===== src/rtl/ee354_project_move_sched.sv =====
`default_nettype none
// =============================================================================
// ee354_project_move_sched : tick-paced snake step scheduler with 2-deep direction queue
// Rev 1.0
// =============================================================================
module ee354_project_move_sched #(
  parameter int TICK_DIV   = 25_000_000,
  parameter int MIN_DIV    = 6_250_000,
  parameter int SPEED_STEP = 1_000_000,
  parameter int CNT_W      = 25
) (
  input  logic             Clk,
  input  logic             Reset,
  input  logic             q_Run,
  input  logic             SCEN_dir,
  input  logic [1:0]       In_Dirn,
  input  logic             Step_Done,
  input  logic             Collision,
  input  logic             Ate_Apple,
  input  logic             Apple_Ready,
  output logic             Step_Req,
  output logic [1:0]       Cur_Dirn,
  output logic             New_Apple,
  output logic             Hit,
  output logic [CNT_W-1:0] Tick_Period,
  output logic             Busy
);

  localparam logic [CNT_W-1:0] TICK_INIT = CNT_W'(TICK_DIV);
  localparam logic [CNT_W-1:0] MIN_P     = CNT_W'(MIN_DIV);
  localparam logic [CNT_W-1:0] STEP_P    = CNT_W'(SPEED_STEP);
  localparam logic [CNT_W-1:0] ONE       = CNT_W'(1);
  localparam logic [CNT_W:0]   SAT_EDGE  = (CNT_W + 1)'(MIN_DIV + SPEED_STEP);

  typedef enum logic [2:0] {
    IDLE      = 3'd0,
    WAIT_TICK = 3'd1,
    STEP      = 3'd2,
    APPLE     = 3'd3,
    HALT      = 3'd4
  } state_t;

  state_t           state;
  logic [CNT_W-1:0] cnt;
  logic [CNT_W-1:0] sped_period;

  logic [1:0] q0, q1;
  logic [1:0] q_cnt;
  logic       pop, push, dir_active;
  logic [1:0] cnt_pp, q0_pp, cur_pp, ref_dir;

  assign sped_period = ({1'b0, Tick_Period} < SAT_EDGE) ? MIN_P : (Tick_Period - STEP_P);

  // Pop is resolved before the push so a press in the tick cycle is judged
  // against the post-pop tail (or the freshly applied direction).
  always_comb begin
    dir_active = (state == WAIT_TICK) || (state == STEP) || (state == APPLE);
    pop        = (state == WAIT_TICK) && q_Run && (cnt == '0) && (q_cnt != 2'd0);
    cnt_pp     = pop ? (q_cnt - 2'd1) : q_cnt;
    q0_pp      = pop ? q1 : q0;
    cur_pp     = pop ? q0 : Cur_Dirn;
    if (cnt_pp == 2'd0)
      ref_dir = cur_pp;
    else if (cnt_pp == 2'd1)
      ref_dir = q0_pp;
    else
      ref_dir = q1;
    // Same bit[1] covers both a reversal and a repeat of the reference.
    push = SCEN_dir && dir_active && (cnt_pp != 2'd2) && (In_Dirn[1] != ref_dir[1]);
  end

  always_ff @(posedge Clk) begin
    if (Reset) begin
      q0       <= 2'b00;
      q1       <= 2'b00;
      q_cnt    <= 2'd0;
      Cur_Dirn <= 2'b11;
    end else if (state == IDLE) begin
      q_cnt <= 2'd0;
    end else begin
      if (pop)
        Cur_Dirn <= q0;
      q_cnt <= cnt_pp + {1'b0, push};
      q0    <= (push && (cnt_pp == 2'd0)) ? In_Dirn : q0_pp;
      q1    <= (push && (cnt_pp == 2'd1)) ? In_Dirn : q1;
    end
  end

  always_ff @(posedge Clk) begin
    if (Reset) begin
      state       <= IDLE;
      cnt         <= '0;
      Step_Req    <= 1'b0;
      New_Apple   <= 1'b0;
      Hit         <= 1'b0;
      Busy        <= 1'b0;
      Tick_Period <= TICK_INIT;
    end else begin
      New_Apple <= 1'b0;
      Hit       <= 1'b0;
      case (state)
        IDLE: begin
          cnt <= '0;
          if (q_Run) begin
            state <= WAIT_TICK;
            cnt   <= Tick_Period - ONE;
          end
        end
        WAIT_TICK: begin
          if (!q_Run) begin
            state <= IDLE;
            cnt   <= '0;
          end else if (cnt == '0) begin
            state    <= STEP;
            Step_Req <= 1'b1;
            Busy     <= 1'b1;
          end else begin
            cnt <= cnt - ONE;
          end
        end
        STEP: begin
          if (Step_Done) begin
            Step_Req <= 1'b0;
            if (Collision) begin
              state <= HALT;
              Hit   <= 1'b1;
              Busy  <= 1'b0;
            end else if (Ate_Apple) begin
              state       <= APPLE;
              New_Apple   <= 1'b1;
              Tick_Period <= sped_period;
            end else if (q_Run) begin
              state <= WAIT_TICK;
              Busy  <= 1'b0;
              cnt   <= Tick_Period - ONE;
            end else begin
              state <= IDLE;
              Busy  <= 1'b0;
            end
          end
        end
        APPLE: begin
          // Tick_Period was already sped up on entry, so the reload sees it.
          if (Apple_Ready) begin
            Busy <= 1'b0;
            if (q_Run) begin
              state <= WAIT_TICK;
              cnt   <= Tick_Period - ONE;
            end else begin
              state <= IDLE;
            end
          end
        end
        HALT: begin
          if (!q_Run)
            state <= IDLE;
        end
        default: state <= IDLE;
      endcase
    end
  end

endmodule
`default_nettype wire


===== config.mk =====
export PLATFORM = sky130hd
export DESIGN_NAME = ee354_project_move_sched
export DESIGN_NICKNAME = d
export VERILOG_FILES = /design/src/rtl/ee354_project_move_sched.sv
export SDC_FILE = /design/constraint.sdc
export NUM_CORES = 1
export LEC_CHECK = 0
export ABC_AREA = 1
export BUFFER_PORTS_ARGS = -buffer_cell sky130_fd_sc_hd__buf_2
export CORE_MARGIN = 2
export CORE_UTILIZATION = 30
export DETAILED_ROUTE_END_ITERATION = 16
export GPL_ROUTABILITY_DRIVEN = 0
export SLEW_MARGIN = 0
export SYNTH_ARGS = -nofsm -noshare
export SYNTH_HDL_FRONTEND = slang
export SYNTH_SLANG_ARGS = --single-unit

===== constraint.sdc =====
create_clock -name Clk -period 3.06 [get_ports Clk]
set_clock_uncertainty 0.05 [all_clocks]
set_input_delay 0.306 -clock Clk [delete_from_list [all_inputs] [get_ports Clk]]
set_output_delay 0.306 -clock Clk [all_outputs]
set_load 0.01 [all_outputs]

==> results.md <==
- The run finished with clean final reports.
- The library cells used most frequently in the layout, excluding fill and tap cells, are 87 x nand2_1, 86 x nor2_1, 70 x inv_1, 60 x dfxtp_1, 40 x a21oi_1.
- The final layout contains routed wiring with a total length of approximately 11000 microns.
- The worst-case headroom to the max-slew limit is 0.321.
- By area the synthesized netlist is led by dfxtp_1 30%, nand2_1 8.0%, nor2_1 7.9%.
- In this run the worst hold path is classified as input port to flip-flop.
- The final-report max-slew violation count is 0.
- The pin count of the biggest net entering global routing is 31.
- The average vias per placed instance is 4.87.
- In this run the clock root is driven by a clkbuf_16.
- The final instance count without filler cells is 815.
- The startpoint type of the worst setup path is a flip-flop.
- The number of hold violations in the final report is 0.
- The register area is 1200 sq um.
- Counting instances, the worst hold path has a depth of 3.
- The utilization after layout is 0.352.
- VDD sags by at most approximately 0.00032 V.
- The multi-input combinational cell area is between 2000 and 2500 sq um.
- Clock tree synthesis inserted a total of 9 buffers.
- The core region is between 10000 and 15000 sq um.
- The initialized floorplan defines 42 standard-cell rows.
- The register-to-register setup slack is between 500 and 600 ps.
- In this run the static leakage power is 1.99 nW.
- The flop and latch count out of synthesis is 60.
- In the final layout, the share of cells above drive strength 1 is 0.164.
- The horizontal die dimension is 120 microns.
- Fill cells in the final layout number 1432.
- The startpoint of the worst-slack reg-to-reg timing path is cnt[0].
- The hold-critical path endpoint is Hit.
- The top achievable clock speed is 397 MHz.
- The post-cts sizing count is 0.
- After technology mapping, the gate count stands at about 600.
- For the worst flop-to-flop path, the logic depth is 16.
- On the critical path the largest part of the delay comes from simple AND/OR/NAND/NOR gates.
- The final routed DRC violation total is 0.
- After routing, the total negative slack on setup checks comes to 0 ps.
- For this run, the detailed router's first-pass iteration total came to 4.
- The clock tree buffer depth is 2.
- The fraction of registers with async set/reset is 0.
- The clock slew seen by the registers of the worst setup and hold paths is 50 ps.
- The area share of the largest cell type after synthesis is 0.296.
- In this run the vertical extent of the chip is 120 microns.
- The via count is just under 4000.
- The startpoint identified for the worst hold timing path is Collision.
- The leftover overflow at the end of global routing is 0.
- Buffers added to address setup during post-CTS repair amount to 0.
- TritonCTS built the clock tree.
- For the worst-skew pair, the clock arrives at the later sink with an insertion delay of 330 ps.
- Before CTS, the worst setup slack after placement is 520 ps.
- The post-synthesis area per instance is 6.73 sq um.
- The violation count after the first detailed-routing iteration is 287.
- The time the final worst path needs with I/O delays and setup is 2520 ps.
- The slowest stage cell on the critical path is dfxtp_1.
- Setup repair after global routing left no endpoint under its margin.
- For this run, the register share of the synthesized area comes to 0.296.
- The routed wire length per instance is 13.2 microns.
- At the end of the flow, the number of nets in the layout was around 650.
- The worst setup margin is 540 ps.
- Data arrives at the worst endpoint at 2730 ps.
- The instance count after placement with tap cells included is 801.
- The post-detailed-route count of antenna-violating nets is 0.
- Counting both buffers and inverters, the worst setup path holds a total of 3.
- The global-route wire length before repair is 18200 microns.
- In this run, distinct cell masters in the synthesized netlist total 48.
- The required time at the endpoint of the critical path is 3270 ps.
- The number of warnings printed during yosys synthesis is 0.
- The transition time at the pin with the least slew margin is 1020 ps.
- The initial cell density of the core is 0.307.
- The dominant synthesized flop cell is dfxtp_1.
- In this run the critical register-to-register path is captured at q_cnt[1].
- The portion of the clock cycle consumed by the worst path in the final layout is 0.824.
- The count of inserted antenna diode cells is 0.
- Setup violations remaining at the end of the flow were counted as 0.
- The category of the most critical setup path is flip-flop to flip-flop.
- The number of antenna violations at the first check in global routing is 0.
- The H-tree was split into 3 levels.
- The count of maximum capacitance violations is 0.
- The floorplan step defined a die boundary enclosing between 10000 and 15000 sq um.
- 41 I/O pins were placed.
- Input and output buffers added on the ports amount to 35.
- The wire-length estimate of the detail-placed layout is 7870 microns.
- Across every metal layer, demand over resource in global routing totals 0.157.
- The kind of capture point of the worst setup path is a flip-flop.
- In this run, synthesis inferred 0 flip-flops with an integrated enable.
- The via count of the first global-routing pass was around 3700.
- The largest fanout on the critical path is 7.
- The number of clock sinks is 60.
- The hold buffer count at CTS is 0.
- In this run the power density over the cells is approximately 800 nW/um^2.
- The library cell used most frequently in the layout, excluding fill and tap cells, is nand2_1.
- After synthesis the cells add up to 4060 sq um.
- The cell taking the most area after synthesis is dfxtp_1.
- Traced cell by cell, the critical path runs through inv_1 > ha_1 > inv_1 > nor2_1 > nand4_1 > nor2_8 > nand3_4 > nand2_2 > nand2_4 > inv_2 > nand2_2 > nand4_2 > a21boi_4 > ha_1 > or2_2 > a21oi_1.
- The area growth from synthesis to final layout is 14.6%.
- The biggest cell delay along the critical path is 310 ps.
## how the worst max path moves through the flow
stage / slack [ps] / to / from / depth (start not counted)
after floorplan: 750 / q_cnt[1] / cnt[0] / 16
after global placement: 550 / q_cnt[1] / cnt[0] / 16
after detailed placement: 520 / q_cnt[1] / cnt[0] / 16
after CTS: 520 / q_cnt[1] / cnt[0] / 16
after global routing: 290 / q_cnt[1] / cnt[0] / 16
final: 540 / q_cnt[1] / cnt[0] / 16
## synthesized netlist by cell type, types with 2 or more instances
library cell,instances
a211oi_1,6
a21oi_1,40
a221oi_1,2
a31oi_1,5
buf_2,5
buf_4,7
clkbuf_1,12
dfxtp_1,60
ha_1,8
inv_1,70
inv_2,9
nand2_1,87
nand2_2,8
nand2_4,2
nand3_1,37
nand3_2,3
nand4_1,15
nand4_2,2
nor2_1,86
nor2_2,8
nor2_4,4
nor3_1,18
o211a_1,2
o211ai_1,4
o21ai_0,33
o21ai_1,4
o221a_2,2
o22ai_1,9
o31ai_1,2
o32a_1,2
or2_2,5
xnor2_1,4
xor2_1,28
## per-layer routing
metal,GRT usage,up-vias,share of wire
li1,-,2055,-
met1,0.215,1811,0.49
met2,0.249,95,0.45
met3,0.0358,8,0.051
met4,0.0392,0,0.0077
met5,0,-,0
## worst reg2reg max path, stage by stage, from the launching register on
cell and delay (ps):
dfxtp_1 310, inv_1 130, ha_1 190, inv_1 50, nor2_1 70, nand4_1 200
nor2_8 210, nand3_4 130, nand2_2 110, nand2_4 70, inv_2 70, nand2_2 70
nand4_2 120, a21boi_4 80, ha_1 190, or2_2 290, a21oi_1 110
## sequential cells by signal, indices dropped and copies added (netlist names)
signal / count
q1: 2
Step_Req: 1
Hit: 1
q0: 2
Busy: 1
Tick_Period: 20
Cur_Dirn: 2
q_cnt: 2
state: 3
New_Apple: 1
cnt: 25
## stage by stage
stage,hold slack [ps],area (sq um),total power [W]
final,209,4660,0.00364
after global routing,217,4660,0.00394
after floorplan,380,4080,0.00239
after detailed placement,393,4400,0.00274
after global placement,390,4400,0.00274
after CTS,204,4660,0.00366
## where the power goes
part	internal [W]	leakage [nW]	switching, W
combinational	0.000573	1.37	0.00105
sequential	0.000942	0.489	0.000170
clock	0.000556	0.131	0.000350
## kinds of logic after synthesis
group | after synthesis | share of synthesized area
AO/OA/AOI/OAI | 117 | 0.174
XOR/XNOR | 32 | 0.0690
adder cells (fa/ha/maj) | 8 | 0.0246
buffers and inverters | 105 | 0.105
flip-flops | 60 | 0.296
other | 1 | 0.000923
AND/OR/NAND/NOR | 281 | 0.330
## layout make-up
class,count,area share
Clock buffer,11,0.0521
Clock inverter,3,0.00322
Inverter,80,0.0648
Multi-Input combinational cell,443,0.526
Sequential cell,60,0.258
Tap cell,176,0.0473
Timing Repair Buffer,42,0.0489
Power figures use the tool's default switching activity.
